==> src/rtl/axi4s_arb_pkg.sv <==
// Shared types and helpers for the packet-granular AXI4-Stream round-robin arbiter.
package axi4s_arb_pkg;

   typedef enum logic {
      IDLE = 1'b0,
      BUSY = 1'b1
   } state_t;

   // Modulo increment of the round-robin pointer; NREQ-1 wraps to 0.
   function automatic int unsigned rr_next(input int unsigned ptr, input int unsigned nreq);
      return (ptr + 1 >= nreq) ? 0 : ptr + 1;
   endfunction

endpackage

==> src/rtl/axi4s_rr_arbiter_rr_pick.sv <==
// Combinational rotate-priority picker: first set request bit at or above base, wrapping.
module rr_pick #(
   parameter int NREQ  = 4,
   parameter int IDLEN = $clog2(NREQ)
) (
   input  logic [NREQ-1:0]  req,
   input  logic [IDLEN-1:0] base,
   output logic             found,
   output logic [IDLEN-1:0] index
);

   logic [IDLEN:0] sum;

   // One spare bit holds base+k before the modulo-NREQ fold.
   always_comb begin
      found = 1'b0;
      index = '0;
      sum   = '0;
      for (int k = 0; k < NREQ; k++) begin
         sum = {1'b0, base} + (IDLEN+1)'(k);
         if (sum >= (IDLEN+1)'(NREQ)) begin
            sum = sum - (IDLEN+1)'(NREQ);
         end
         if (!found && req[sum[IDLEN-1:0]]) begin
            found = 1'b1;
            index = sum[IDLEN-1:0];
         end
      end
   end

endmodule

==> src/rtl/axi4s_rr_arbiter.sv <==
// Merges NREQ AXI4-Stream requesters onto one registered output, holding the grant for a whole packet.
module axi4s_rr_arbiter
   import axi4s_arb_pkg::*;
#(
   parameter int NREQ  = 4,
   parameter int DLEN  = 32,
   parameter int IDLEN = $clog2(NREQ)
) (
   input  logic                 aclk,
   input  logic                 areset,
   input  logic [NREQ-1:0]      s_tvalid,
   output logic [NREQ-1:0]      s_tready,
   input  logic [NREQ*DLEN-1:0] s_tdata,
   input  logic [NREQ-1:0]      s_tlast,
   output logic                 m_tvalid,
   input  logic                 m_tready,
   output logic [DLEN-1:0]      m_tdata,
   output logic                 m_tlast,
   output logic [IDLEN-1:0]     m_tid
);

   state_t           state;
   state_t           state_next;
   logic [IDLEN-1:0] grant;
   logic [IDLEN-1:0] rr_ptr;
   logic [IDLEN-1:0] pick_index;
   logic             pick_found;
   logic             out_free;
   logic             accept;
   logic [DLEN-1:0]  sel_data;
   logic             sel_last;
   logic             sel_valid;

   rr_pick #(
      .NREQ  (NREQ),
      .IDLEN (IDLEN)
   ) u_pick (
      .req   (s_tvalid),
      .base  (rr_ptr),
      .found (pick_found),
      .index (pick_index)
   );

   // Ready depends only on the output register and m_tready, never on s_tvalid.
   assign out_free = ~m_tvalid | m_tready;
   assign accept   = (state == BUSY) && sel_valid && out_free;

   always_comb begin
      sel_data  = '0;
      sel_last  = 1'b0;
      sel_valid = 1'b0;
      s_tready  = '0;
      for (int i = 0; i < NREQ; i++) begin
         if (grant == IDLEN'(i)) begin
            sel_data    = s_tdata[i*DLEN +: DLEN];
            sel_last    = s_tlast[i];
            sel_valid   = s_tvalid[i];
            s_tready[i] = (state == BUSY) && out_free;
         end
      end
   end

   always_comb begin
      state_next = state;
      case (state)
         IDLE: if (pick_found) state_next = BUSY;
         BUSY: if (accept && sel_last) state_next = IDLE;
         default: state_next = IDLE;
      endcase
   end

   // A drain without a fresh accept empties the output register; a drain with one replaces it.
   always_ff @(posedge aclk) begin
      if (areset) begin
         state    <= IDLE;
         grant    <= '0;
         rr_ptr   <= '0;
         m_tvalid <= 1'b0;
         m_tdata  <= '0;
         m_tlast  <= 1'b0;
         m_tid    <= '0;
      end else begin
         state <= state_next;
         if (state == IDLE && pick_found) begin
            grant <= pick_index;
         end
         if (accept) begin
            m_tvalid <= 1'b1;
            m_tdata  <= sel_data;
            m_tlast  <= sel_last;
            m_tid    <= grant;
            if (sel_last) begin
               rr_ptr <= IDLEN'(rr_next(32'(grant), NREQ));
            end
         end else if (m_tready) begin
            m_tvalid <= 1'b0;
         end
      end
   end

endmodule
==> config.mk <==
export PLATFORM = sky130hd
export DESIGN_NAME = axi4s_rr_arbiter
export DESIGN_NICKNAME = d
export VERILOG_FILES = /design/src/rtl/axi4s_arb_pkg.sv /design/src/rtl/axi4s_rr_arbiter_rr_pick.sv /design/src/rtl/axi4s_rr_arbiter.sv
export SDC_FILE = /design/constraint.sdc
export NUM_CORES = 1
export LEC_CHECK = 0
export ABC_CLOCK_PERIOD_IN_PS = 5700
export CORE_UTILIZATION = 30
export DETAILED_ROUTE_END_ITERATION = 8
export DONT_BUFFER_PORTS = 1
export HOLD_SLACK_MARGIN = 0.03
export PLACE_DENSITY_LB_ADDON = 0.08
export SETUP_SLACK_MARGIN = 0.5
export SLEW_MARGIN = 10
export SYNTH_ARGS = -nofsm -noshare
export SYNTH_HDL_FRONTEND = slang
export SYNTH_SLANG_ARGS = --single-unit
==> constraint.sdc <==
create_clock -name aclk -period 5.7 [get_ports aclk]
set_clock_uncertainty 0.1 [all_clocks]
set_input_delay 0.855 -clock aclk [delete_from_list [all_inputs] [get_ports aclk]]
set_output_delay 0.855 -clock aclk [all_outputs]
set_load 0.01 [all_outputs]
==> flow_metrics.py <==
metrics = {
    "status": {
        "outcome": "finished clean",
    },
    "timing": {
        "timing.final.crit_share_pct": 56.52,
        "setup_tns_ns": 0,
        "timing.max_slew.rel_slack_pct": 32.83,
        "timing.hold.ws_ns": 0.4216,
        "number_of_hold_slack_violations_in_the_final_timing_report": 0,
        "tightestPinTransition_ns": 1.004,
        "max_clock_freq_mhz": 310.4,
        "fin_crit_ns": 3.222,
        "post_layout_worst_setup_margin_ns": 2.478,
        "rsz0062_at_grt": "false",
        "finalMaxSlewViolations": 0,
        "timing.final.setup_violations": 0,
    },
    "yosys": {
        "synth.cell_area_mm2": 0.003536,
        "synth-seq-area-share_pct": 23.21,
        "synth_cells": 382,
        "synth-simple-area-share_pct": 20.38,
        "synth-seq-cells": 41,
        "warnings_from_yosys": 0,
        "fraction_of_the_mapped_netlist_area_in_compound_gates_pct": 44.66,
        "xor_and_xnor_fraction_of_the_mapped_netlist_area_pct": 0,
        "postSynthAreaPerCell_um2": 9.256,
        "synth-adder-area-share_pct": 1.415,
        "synth_fp_nets": 525,
        "yosys.cell_types.count": 39,
        "number_of_enable_flip_flop_cells_after_synthesis": 0,
        "synth.area.mux_share_pct": 0.2831,
        "synth-async-reset-ratio_pct": 0,
        "synthFlopType": "sky130_fd_sc_hd__dfxtp_1",
        "synth_top_family_by_area": "compound AO/OA/AOI/OAI gates",
    },
    "die": {
        "chipWidth_um": 110.6,
        "die_height_um": 110.6,
        "initial_core_util_pct": 30.83,
        "rows": 39,
        "floorplan.core_area_mm2": 0.01147,
        "design.portCount": 179,
        "die_footprint_mm2": 0.01222,
    },
    "cts": {
        "insertion_delay_ns": 0.27,
        "post_cts_hold_buffer_count": 0,
        "number_of_clock_buffers_inserted_by_tritoncts": 5,
        "postCtsSetupRepairBufs": 0,
        "post_cts_resize_count": 0,
        "cts_buffer_depth": 2,
        "clk_root_buffer_cell": "sky130_fd_sc_hd__clkbuf_16",
        "cts_htree_levels": 2,
        "cts_num_sinks": 41,
        "post_cts_clock_slew_at_the_launch_and_capture_registers_of_the_worst_setup_and_hold_paths_ns": 0.06,
        "cts_tree": "yes",
    },
    "worst_setup_path": {
        "crit_path_start_kind": "flop",
        "cp_num_buf_inv": 1,
        "crit_path_top_delay_cell": "sky130_fd_sc_hd__and3_2",
        "count_of_cells_along_the_worst_register_to_register_path": 6,
        "path_class": "flop to flop",
        "required_ns": 5.79,
        "arrival_ns": 3.31,
        "terminus_of_the_critical_flop_to_flop_path": "m_tdata[13]",
        "endpoint_kind": "flop",
        "path_max_fanout": 36,
        "timing.rr.start": "grant[1]",
        "critical_path.most_common_cell": "sky130_fd_sc_hd__a211oi_1",
        "path_cells": "ha_2, buf_4, and2_4, and3_2, a211oi_1, a211oi_1",
        "r2r_slack_ns": 2.48,
        "timing.critical_path.slowest_cell_delay_ns": 0.84,
        "path_delay_family": "simple AND/OR/NAND/NOR gates",
    },
    "pwr": {
        "netsw_mw": 0.4246,
        "worst_vdd_rail_ir_drop_v": 0.0001133,
        "relative_contribution_of_combinational_cells_to_total_power_pct": 39.1,
        "power_frac_seq_pct": 36.3,
        "total_power_mw": 1.114,
        "power.density_mw_per_mm2": 311.2,
        "netSwitchingFraction_pct": 38.12,
        "p_clk_share_pct": 24.6,
        "power_leakage_nw": 1.067,
        "power_report.internal_total_mw": 0.6893,
    },
    "layout": {
        "layoutNonFillerInstCount": 492,
        "most_frequent_cells_in_the_layout": "66 x sky130_fd_sc_hd__nor2b_1, 60 x sky130_fd_sc_hd__a211oi_2, 41 x sky130_fd_sc_hd__dfxtp_1",
        "final_core_utilization_pct": 31.22,
        "syn_to_final_growth_pct": 1.238,
        "final_cell_area_mm2": 0.003580,
        "number_of_nets_at_the_end_of_the_flow": 490,
        "commonest_non_fill_non_tap_cell_in_the_layout": "sky130_fd_sc_hd__nor2b_1",
        "drive_above_1_share_pct": 25.57,
    },
    "placement": {
        "port-buffer-count": 0,
        "post_dp_cell_area_mm2": 0.003438,
        "place.gp.congestion": 0.7603,
        "pre_cts_ws_ns": 2.421,
        "dp.cells": 483,
        "detailed_place_hpwl_um": 6977,
    },
    "global_route": {
        "grt_pass1_vias": 2780,
        "antenna_found_initial": 1,
        "grt_pass1_wl_um": 15600,
        "gr-total-overflow": 0,
        "grt_start_max_net_pins": 66,
        "total_routing_usage_reported_by_global_routing_pct": 15.99,
    },
    "min_path": {
        "min_from": "grant[1]",
        "hold_path_depth": 2,
        "hold_path.class": "flop to flop",
        "whs_endpoint": "grant[1]",
    },
    "drt": {
        "vias": 2867,
        "final_antenna_net_count": 0,
        "drt_drc_violations_left": 0,
        "drt_wl_total_um": 10060,
        "detailedRoute.firstPassIterationCount": 4,
        "initial_drt_markers": 84,
        "vias_per_cell": 5.827,
        "routedWlPerCell_um": 20.44,
    },
    "job": {
        "max-cap-violations": 0,
    },
}
==> layer usage <==
| metal | up-vias | GRT usage (%) | share of wire, % |
|---|---|---|---|
| li1 | 1379 | - | - |
| met5 | - | 0 | 0 |
| met1 | 1348 | 20.31 | 42 |
| met2 | 133 | 26.50 | 48 |
| met3 | 7 | 5.104 | 9.1 |
| met4 | 0 | 3.111 | 0.86 |
==> worst reg2reg max path, delay by kind of cell (launching register included) <==
| kind | cells | cell delay [ns] |
|---|---|---|
| compound gates | 2 | 0.41 |
| fa+ha+maj | 1 | 0.64 |
| buf+inv | 1 | 0.49 |
| flops | 1 | 0.41 |
| simple gates | 2 | 1.10 |
==> how the worst max path moves through the flow <==
stage                        start           to  slack, ns  cells after the start
after CTS                 grant[1]  m_tdata[13]       2.40                      6
after detailed placement  grant[1]  m_tdata[13]       2.42                      6
after floorplan           m_tready  s_tready[0]       3.42                      3
after global placement    grant[0]  m_tdata[15]       2.48                      6
after global routing      grant[1]  m_tdata[15]       2.13                      6
final                     grant[1]  m_tdata[13]       2.48                      6
==> kinds of logic after synthesis <==
group                    after synthesis
AND/OR/NAND/NOR                      128
flip-flops                            41
buffers and inverters                 53
adder cells (fa/ha/maj)                4
multiplexers                           1
AO/OA/AOI/OAI                        155
==> sequential cells by signal (all words and copies together) (netlist names) <==
signal	flops
grant	2
rr_ptr	2
state	1
m_tid	2
m_tvalid	1
m_tdata	32
m_tlast	1
==> cells in the mapped netlist (6+ instances only) <==
cell type                   n  share of area (%)
sky130_fd_sc_hd__nand2_1   37                3.9
sky130_fd_sc_hd__dfxtp_1   41                 23
sky130_fd_sc_hd__a221oi_1  32                7.9
sky130_fd_sc_hd__inv_1      6               0.64
sky130_fd_sc_hd__nand2b_1   6                1.1
sky130_fd_sc_hd__buf_2      8                1.1
sky130_fd_sc_hd__buf_6     13                4.1
sky130_fd_sc_hd__a21oi_1    7               0.99
sky130_fd_sc_hd__o31a_1    32                7.9
sky130_fd_sc_hd__a211oi_2  60                 21
sky130_fd_sc_hd__a211oi_1   6                1.3
sky130_fd_sc_hd__clkbuf_1  13                1.4
sky130_fd_sc_hd__nor2b_1   66                 12
sky130_fd_sc_hd__buf_4     12                2.5
==> final cells by class <==
type / instances / area (µm²)
clock inverters: 2 / 10.01
repair buffers: 5 / 37.54
flip-flops and latches: 41 / 820.8
diodes: 1 / 2.502
well taps: 143 / 178.9
multi-input cells: 288 / 2379
clock buffers: 6 / 128.9
fillers: 1187 / 7888
inverters: 6 / 22.52
==> power by group through the flow <==
stage,Combinational [mW],Sequential [mW],Clock (mW)
final,0.436,0.404,0.274
after global routing,0.481,0.411,0.296
after CTS,0.445,0.407,0.284
after detailed placement,0.444,0.413,0
after global placement,0.438,0.414,0
after floorplan,0.411,0.391,0
Note: power is estimated with default switching activity, not from simulation.
